**src/rtl/mealy_seq_pkg.sv**
```systemverilog
// Shared types and default sizing for the serial sequence-detector controller.
// Both the controller and the detector core import this package.
package mealy_seq_pkg;

    typedef enum logic {
        IDLE  = 1'b0,
        SHIFT = 1'b1
    } state_t;

    localparam int DEF_DATA_W = 8;
    localparam int DEF_PAT_W  = 4;
    localparam int DEF_CNT_W  = 8;

endpackage

```
**src/rtl/mealy_seq_ctrl_if.sv**
```systemverilog
// Producer-side word handshake and pattern configuration bus of mealy_seq_ctrl.
// The producer drives the master modport; the controller uses the slave modport.
interface mealy_seq_ctrl_if
    import mealy_seq_pkg::*;
#(
    parameter int DATA_W = DEF_DATA_W,
    parameter int PAT_W  = DEF_PAT_W
) ();

    logic              cfg_we;
    logic [PAT_W-1:0]  cfg_pattern;
    logic              in_valid;
    logic [DATA_W-1:0] in_data;
    logic              in_ready;

    modport master (
        output cfg_we,
        output cfg_pattern,
        output in_valid,
        output in_data,
        input  in_ready
    );

    modport slave (
        input  cfg_we,
        input  cfg_pattern,
        input  in_valid,
        input  in_data,
        output in_ready
    );

endinterface

```
**src/rtl/mealy_det_core.sv**
```systemverilog
// Programmable overlapping Mealy sequence detector: keeps the last PAT_W-1 bits
// and a saturating count of how many of them are real, and compares them with the pattern.
module mealy_det_core
    import mealy_seq_pkg::*;
#(
    parameter int PAT_W = DEF_PAT_W
) (
    input  logic             clk,
    input  logic             rst,
    input  logic             en,
    input  logic             clr,
    input  logic             x,
    input  logic [PAT_W-1:0] pattern,
    output logic             hit
);

    localparam int VC_W = $clog2(PAT_W);
    localparam logic [VC_W-1:0] VC_FULL = VC_W'(PAT_W - 1);

    logic [PAT_W-2:0] history;
    logic [VC_W-1:0]  valid_count;
    logic [PAT_W-1:0] window;

    // The oldest history bit lines up with the pattern MSB.
    assign window = {history, x};
    assign hit    = en && (valid_count == VC_FULL) && (window == pattern);

    always_ff @(posedge clk) begin
        if (!rst || clr) begin
            history     <= '0;
            valid_count <= '0;
        end else if (en) begin
            history <= window[PAT_W-2:0];
            if (valid_count != VC_FULL) begin
                valid_count <= valid_count + VC_W'(1);
            end
        end
    end

endmodule

```
**src/rtl/mealy_seq_ctrl.sv**
```systemverilog
// Word-to-serial controller around mealy_det_core: accepts words, shifts them MSB-first
// into the detector and counts hits. Optional sticky interrupt via MEALY_SEQ_IRQ_EN.
module mealy_seq_ctrl
    import mealy_seq_pkg::*;
#(
    parameter int DATA_W = DEF_DATA_W,
    parameter int PAT_W  = DEF_PAT_W,
    parameter int CNT_W  = DEF_CNT_W
) (
    input  logic             clk,
    input  logic             rst,
    mealy_seq_ctrl_if.slave  bus,
    output logic             busy,
    output logic             x_mon,
    output logic             hit,
    output logic [CNT_W-1:0] hit_count
`ifdef MEALY_SEQ_IRQ_EN
    ,
    input  logic             irq_clr,
    output logic             irq
`endif
);

    localparam int IDX_W = (DATA_W > 1) ? $clog2(DATA_W) : 1;
    localparam logic [IDX_W-1:0] IDX_LAST  = IDX_W'(DATA_W - 1);
    localparam logic [CNT_W-1:0] COUNT_MAX = '1;

    state_t            state_q, state_d;
    logic [DATA_W-1:0] shreg_q, shreg_d;
    logic [IDX_W-1:0]  idx_q, idx_d;
    logic [PAT_W-1:0]  pattern_q;
    logic              ready;
    logic              cfg_load;
    logic              shift_en;

    assign bus.in_ready = ready;

    // Everything is gated by rst so outputs read as idle while reset is held.
    always_comb begin
        state_d  = state_q;
        shreg_d  = shreg_q;
        idx_d    = idx_q;
        ready    = 1'b0;
        busy     = 1'b0;
        x_mon    = 1'b0;
        cfg_load = 1'b0;
        shift_en = 1'b0;
        if (rst) begin
            case (state_q)
                IDLE: begin
                    ready    = !bus.cfg_we;
                    cfg_load = bus.cfg_we;
                    if (bus.in_valid && !bus.cfg_we) begin
                        shreg_d = bus.in_data;
                        idx_d   = IDX_LAST;
                        state_d = SHIFT;
                    end
                end
                SHIFT: begin
                    busy     = 1'b1;
                    shift_en = 1'b1;
                    x_mon    = shreg_q[idx_q];
                    if (idx_q == '0) begin
                        state_d = IDLE;
                    end else begin
                        idx_d = idx_q - IDX_W'(1);
                    end
                end
                default: state_d = IDLE;
            endcase
        end
    end

    always_ff @(posedge clk) begin
        if (!rst) begin
            state_q <= IDLE;
            shreg_q <= '0;
            idx_q   <= '0;
        end else begin
            state_q <= state_d;
            shreg_q <= shreg_d;
            idx_q   <= idx_d;
        end
    end

    always_ff @(posedge clk) begin
        if (!rst) begin
            pattern_q <= '0;
        end else if (cfg_load) begin
            pattern_q <= bus.cfg_pattern;
        end
    end

    // A pattern write restarts the statistics along with the detector history.
    always_ff @(posedge clk) begin
        if (!rst) begin
            hit_count <= '0;
        end else if (cfg_load) begin
            hit_count <= '0;
        end else if (hit && (hit_count != COUNT_MAX)) begin
            hit_count <= hit_count + CNT_W'(1);
        end
    end

    mealy_det_core #(
        .PAT_W(PAT_W)
    ) u_core (
        .clk     (clk),
        .rst     (rst),
        .en      (shift_en),
        .clr     (cfg_load),
        .x       (x_mon),
        .pattern (pattern_q),
        .hit     (hit)
    );

`ifdef MEALY_SEQ_IRQ_EN
    // Set has priority so a hit coinciding with a clear is never lost.
    always_ff @(posedge clk) begin
        if (!rst) begin
            irq <= 1'b0;
        end else if (hit) begin
            irq <= 1'b1;
        end else if (irq_clr) begin
            irq <= 1'b0;
        end
    end
`endif

endmodule
```
**src/flat_wrapper.sv**
```systemverilog
// flat-port wrapper written by rule: the top's interface ports become plain ports
module mealy_seq_ctrl_flat import mealy_seq_pkg::*;
#(
    parameter int DATA_W = DEF_DATA_W,
    parameter int PAT_W  = DEF_PAT_W,
    parameter int CNT_W  = DEF_CNT_W
)
  (clk, rst, busy, x_mon, hit, hit_count, bus_cfg_we, bus_cfg_pattern, bus_in_valid, bus_in_data, bus_in_ready);
  mealy_seq_ctrl_if #(.DATA_W(DATA_W), .PAT_W(PAT_W)) bus_i ();
  input  logic clk;
  input  logic rst;
  output logic busy;
  output logic x_mon;
  output logic hit;
  output logic [CNT_W-1:0] hit_count;
  input wire logic [$bits(bus_i.cfg_we)-1:0] bus_cfg_we;
  input wire logic [$bits(bus_i.cfg_pattern)-1:0] bus_cfg_pattern;
  input wire logic [$bits(bus_i.in_valid)-1:0] bus_in_valid;
  input wire logic [$bits(bus_i.in_data)-1:0] bus_in_data;
  output wire logic [$bits(bus_i.in_ready)-1:0] bus_in_ready;
  assign bus_i.cfg_we = bus_cfg_we;
  assign bus_i.cfg_pattern = bus_cfg_pattern;
  assign bus_i.in_valid = bus_in_valid;
  assign bus_i.in_data = bus_in_data;
  assign bus_in_ready = bus_i.in_ready;
  mealy_seq_ctrl #(.DATA_W(DATA_W), .PAT_W(PAT_W), .CNT_W(CNT_W)) u_core (.clk(clk), .rst(rst), .bus(bus_i), .busy(busy), .x_mon(x_mon), .hit(hit), .hit_count(hit_count));
endmodule
```
**config.mk**
```make
export PLATFORM = sky130hd
export DESIGN_NAME = mealy_seq_ctrl_flat
export DESIGN_NICKNAME = d
export VERILOG_FILES = /design/src/rtl/mealy_seq_pkg.sv /design/src/rtl/mealy_seq_ctrl_if.sv /design/src/rtl/mealy_det_core.sv /design/src/rtl/mealy_seq_ctrl.sv /design/src/flat_wrapper.sv
export SDC_FILE = /design/constraint.sdc
export NUM_CORES = 1
export LEC_CHECK = 0
export CAP_MARGIN = 30
export CORE_MARGIN = 8
export CORE_UTILIZATION = 50
export DETAILED_ROUTE_END_ITERATION = 8
export PLACE_DENSITY = 0.77
export SLEW_MARGIN = 20
export SYNTH_ARGS = -nofsm -noshare
export SYNTH_HDL_FRONTEND = slang
export SYNTH_SLANG_ARGS = --single-unit
```
**constraint.sdc**
```tcl
create_clock -name clk -period 2.9 [get_ports clk]
set_input_delay 0.87 -clock clk [delete_from_list [all_inputs] [get_ports clk]]
set_output_delay 0.87 -clock clk [all_outputs]
set_load 0.03 [all_outputs]
```
# Word-level counts from Yosys, hierarchy flattened

Index checks and enable logic that the tools add are counted.
Widths: inputs -> output; s select.

Eq/ne operators: 6
Add/subtract/negate cells: 3
Magnitude comparators: 1
Bitwise logic cells: 2
Reductions and logical operators: 12
Mux-type cells: 16

Operator list:

| kind                | number |
|---|---|
| $mux 1              | 11 |
| $add 8x1->8 const B | 1 |
| $ne 8x8->1 const B  | 1 |
| $mux 3              | 2 |
| $ne 2x2->1 const B  | 3 |
| $pmux 3 s2          | 1 |
| $reduce_and 2->1    | 3 |
| $eq 4x4->1          | 1 |
| $logic_and 1x1->1   | 4 |
| $lt 3x4->1 const B  | 1 |
| $bmux 1 s3          | 1 |
| $logic_not 3->1     | 1 |
| $sub 3x1->3 const B | 1 |
| $add 2x1->2 const B | 1 |
| $eq 2x2->1 const B  | 1 |
| $logic_not 1->1     | 2 |
| $not 1->1           | 2 |
| $pmux 1 s2          | 1 |
| $reduce_or 2->1     | 1 |
| $logic_or 1x1->1    | 1 |

Output and inout port bits: 12
Logic and storage cells: 47
Register bits: 29

# Longest topological paths before layout

Gate-level depths: netlist (run 1).

Word-level depth: 7
Gate-level depth with buffers: 7
Gate-level depth less buffers: 6

# Modules after synthesis

A second synthesis (run 1) with hierarchy kept.

Cell total of the unflattened synthesis: 138
Area, all modules: 1408.9 sq um

Modules (own cells, without submodules):

| module         | seq. area each (sq um) | times used | cells an instance | area an instance (sq um) |
|---|---|---|---|---|
| mealy_seq_ctrl | 480.5                  | 1          | 111               | 1149.9 |
| mealy_det_core | 100.1                  | 1          | 27                | 259.0 |

# Worst setup path before layout (run 1)

OpenSTA, ideal clock, no wires.

Kind: register to output
Start point: register u_core.idx_q[0]
End point: output hit
Arrival: 1.838 ns
Setup slack: 0.192 ns
Cell stages (with the launch flop): 6
Path buffers: 1
Cells stage by stage: dfxtp_1 -> mux4_1 -> mux2i_4 -> xnor2_1 -> buf_6 -> nor2_1

Cells in the longest elaborated chain, start to end: 6

Ends and longest elaborated chain:

| element                      | RTL line             | source |
|---|---|---|
| from (decl)                  | mealy_seq_ctrl.sv:30 | `logic [IDX_W-1:0] idx_q, idx_d;` |
| from (signal assigned)       | mealy_seq_ctrl.sv:82 | `idx_q <= idx_d;` |
| $bmux 1 s3                   | mealy_seq_ctrl.sv:62 | `x_mon = shreg_q[idx_q];` |
| $mux 1 (not written as such) | mealy_seq_ctrl.sv:62 |  |
| $mux 1                       | mealy_seq_ctrl.sv:49 | `case (state_q)` |
| $mux 1                       | mealy_seq_ctrl.sv:48 | `if (rst) begin` |
| $eq 4x4->1                   | mealy_det_core.sv:26 | `assign hit = en && (valid_count == VC_FULL) && (window == pattern);` |
| $logic_and 1x1->1            | mealy_det_core.sv:26 |  |
| to (decl)                    | flat_wrapper.sv:14   | `output logic hit;` |

Every way passes these cells. The select of a mux whose other input is x is not followed.

# Worst setup path after layout (run 1)

Start point: input rst
End point: output hit

Cells in the longest elaborated chain, start to end: 3
Elaborated cells between the ends (all ways): 5
Classes of those cells: eq/ne (1); mux (2); reduce/logical (2)

Ends and longest elaborated chain:

| element                                                | RTL line             | source |
|---|---|---|
| from (decl)                                            | flat_wrapper.sv:11   | `input logic rst;` |
| $mux 1                                                 | mealy_seq_ctrl.sv:48 |  |
| $eq 4x4->1 / $logic_and 1x1->1 (equally long branches) | mealy_det_core.sv:26 |  |
| $logic_and 1x1->1 *                                    | mealy_det_core.sv:26 |  |

Mark *: on every way between the ends. The rest lies on a longest branch, timed or not.

==> summary.txt, run 1 <==
Placed design
  – Hpwl dp: 2210 um
  – Port bufs: 27
  – Placer Congestion: about 0.77
  – Dpl cells: 215
  – Setup slack after placement: -156 ps

Final layout
  – Number of nets in the layout: 212
  – Sequential cell area: between 500 and 600 um^2
  – Layout area overhead: 29.8%
  – Fillers: about 230
  – Non-filler instance count after layout: about 220
  – Multi-input logic area: approximately 730 um^2
  – Layout cell share with drive strength beyond 1: 13.5%
  – Ant. Diodes: 0

Timing
  – RSZ-0062 raised after global routing: no
  – Slew @ Worst Pin: 498 ps
  – Final setup viols: 0
  – Clk_skew: approximately 14 ps
  – Slew Viols, Final: 0
  – Post-layout min period: around 2800 ps
  – FMAX: 0.354 GHz
  – Slew headroom: roughly two thirds
  – Fin crit share: a little over nine tenths
  – Final Hold Viols: 0
  – PnR worst setup slack: approximately 76 ps

Flow run
  – Max-cap violation count: 0

Power
  – PD cells: about 460 nW/um^2
  – Leakage power: around 0.7 nW
  – Maximum vdd drop: approximately 450 uV
  – Power, Total: between 0.0008 and 0.0009 W

Die
  – Core area: about 2700 um^2
  – Initial core utilization: about half
  – Die height: around 68 um
  – Die width: ~70 um
  – Die area: between 4000 and 5000 um^2
  – Rows: 19
  – I/O Pins: 28

Clock network
  – CTS tree: done
  – Clock Latency Late Sink: between 300 and 400 ps
  – CTS Buffer Depth: 2
  – Cts hold-fix bufs: 0
  – H-Tree Depth: 2
  – Clock-pin slew on the worst setup and hold paths: approximately 80 ps
  – Root buf cell: clkbuf_4
  – Clock sink count: 29
  – Cts bufs inserted: 5

Drt
  – Total Wirelength: ~3000 um
  – Drt initial violations: 94
  – DRC errors left: 0
  – First-pass DRT Iterations: 4
  – Routed Antenna Nets: 0
  – Via count: roughly 1,200
  – Vias/cell: about 5.3
  – Post-DR wirelength/cell: 13.0 um

Synth
  – Most frequent cell after synthesis: dfxtp_1
  – Synth top area share: between 40% and 50%
  – Commonest cells post-synth: dfxtp_1, nand2_1, a21oi_1, nor2_1, inv_1
  – Avg Cell Area, Syn: just under 9 um^2
  – Synth cell types: 33
  – Yosys reg bits: 29
  – Register area share after synthesis: a little over two fifths
  – Post-synthesis instance area: roughly 1400 um^2
  – Synth Instances: about 160
  – Synth top area cells: dfxtp_1, nand2_1, a21oi_1
  – Synth area leader: dfxtp_1
  – Yosys Warn Count: 0
  – Ys async rst share: 0%
  – Synth Flop Type: dfxtp_1
  – Syn nets: approximately 180
  – Post-synth EDFFs: 0

GRT
  – Global routing's busiest layer: met2
  – Global-route wire length before repair: ~5000 um
  – Total Routing Usage GR: a little over an eighth
  – Largest net degree at the start of global routing: 21
  – Antenna violations before repair: 0
  – Met1 usage: approximately 14%
  – Met2 GRT Util: 23.6%
  – Met3 global-route usage: under 10%
  – Grt ovf: 0
  – Vias in the first global route: around 1,200

Critical path
  – Crit. End Element: primary output
  – Startpoint types: input pin
  – Worst EP required: ~2000 ps
  – Critical path arrival: 1950 ps
  – CP Class: input pin to primary output
  – Worst-path maximum fanout: 2

Status
  – Status: complete, no violations

Min path
  – Hold Crit Class: register to register
==> per-stage QoR <==
stage / setup TNS, ps / hold WS, ps / instance area [um^2] / utilization [%]
final: 0 / 457 / 1780 / 66.2
after global routing: 0 / 473 / 1780 / 66.2
after CTS: 0 / 459 / 1770 / 65.9
after detailed placement: -264 / 447 / 1680 / 62.6
after global placement: -143 / 441 / 1680 / 62.6
after floorplan: 0 / 432 / 1370 / -
==> placed cells by master, fill, tap and decap left out, types with 2 or more instances in the layout <==
master	n
dfxtp_1	28
nand2_1	25
clkdlybuf4s50_1	22
a21oi_1	18
nor2_1	17
buf_4	11
inv_1	8
mux2i_1	6
clkbuf_4	5
nand3_1	4
o21ai_0	4
ha_1	4
xor2_1	3
nor3_1	3
o31ai_1	3
or4_1	3
mux4_1	2
or3_1	2
nor3b_1	2
xnor2_1	2
clkbuf_8	2
==> where the power goes <==
group	switching (W)	leakage (nW)	total [W]	internal (W)
combinational	0.0000558	0.409	0.000110	0.0000544
sequential	0.0000119	0.236	0.000425	0.000413
clock	0.000140	0.0413	0.000281	0.000140
total	0.000208	0.687	0.000816	0.000608
==> cell families (layout without fill, tap and decap cells) <==
group | Yosys count | in the layout | synth area share [%]
flip-flops | 29 | 29 | 42.4
multiplexers | 10 | 10 | 10.7
adder cells (fa/ha/maj) | 4 | 4 | 3.65
AO/OA/AOI/OAI | 29 | 29 | 12.1
buffers and inverters | 16 | 51 | 5.11
XOR/XNOR | 6 | 6 | 3.84
AND/OR/NAND/NOR | 64 | 64 | 22.2
==> flip-flops by register name, summed over array words and instances (netlist names) <==
signal	cells
u_core.hit_count	8
u_core.idx_q	3
u_core.pattern_q	4
u_core.shreg_q	8
u_core.state_q	1
u_core.u_core.history	3
u_core.u_core.valid_count	2
==> layer usage <==
metal  vias up  wire length [um]
li1        621                 -
met1       541              1280
met2        28              1370
met3         6               212
met4         0                48
met5         -                 0
==> timing repair <==
item | CTS | global route
setup buffers | 1 | 0
setup endpoints to repair | 1 | 1
pin swaps | 2 | 0
gates resized for setup | 4 | 2
==> worst max-delay path: stages <==
cell and delay, ps:
dlygate4sd2_1 220, nand3_1 80, or4_4 550, nor2_4 100
buf_6 130
==> final cells by class <==
type                    count  area share (%)
inverters                   8            1.69
clock inverters             1           0.281
repair buffers             35            18.2
flip-flops and latches     29            32.7
clock buffers               7            3.66
multi-input cells         113            41.3
well taps                  31            2.18
==> path summary, 6_finish.rpt <==
kind,from,endpoint,slack [ps],cells after the start
worst max register to register,u_core.state_q,u_core.hit_count[2],500,7
worst min register to register,u_core.shreg_q[0],u_core.shreg_q[0],460,2
worst min-delay path,u_core.shreg_q[0],u_core.shreg_q[0],460,2
worst max-delay path,rst,hit,80,5
Power figures use the tool's default switching activity.
==> run 2: changes to the inputs <==
--- a/config.mk
+++ b/config.mk
@@ -14,3 +14,4 @@
 export SYNTH_ARGS = -nofsm -noshare
 export SYNTH_HDL_FRONTEND = slang
 export SYNTH_SLANG_ARGS = --single-unit
+export TNS_END_PERCENT = 50
==> results of run 2 <==
The final DEF is identical to that of run 1; final timing and power are the same.
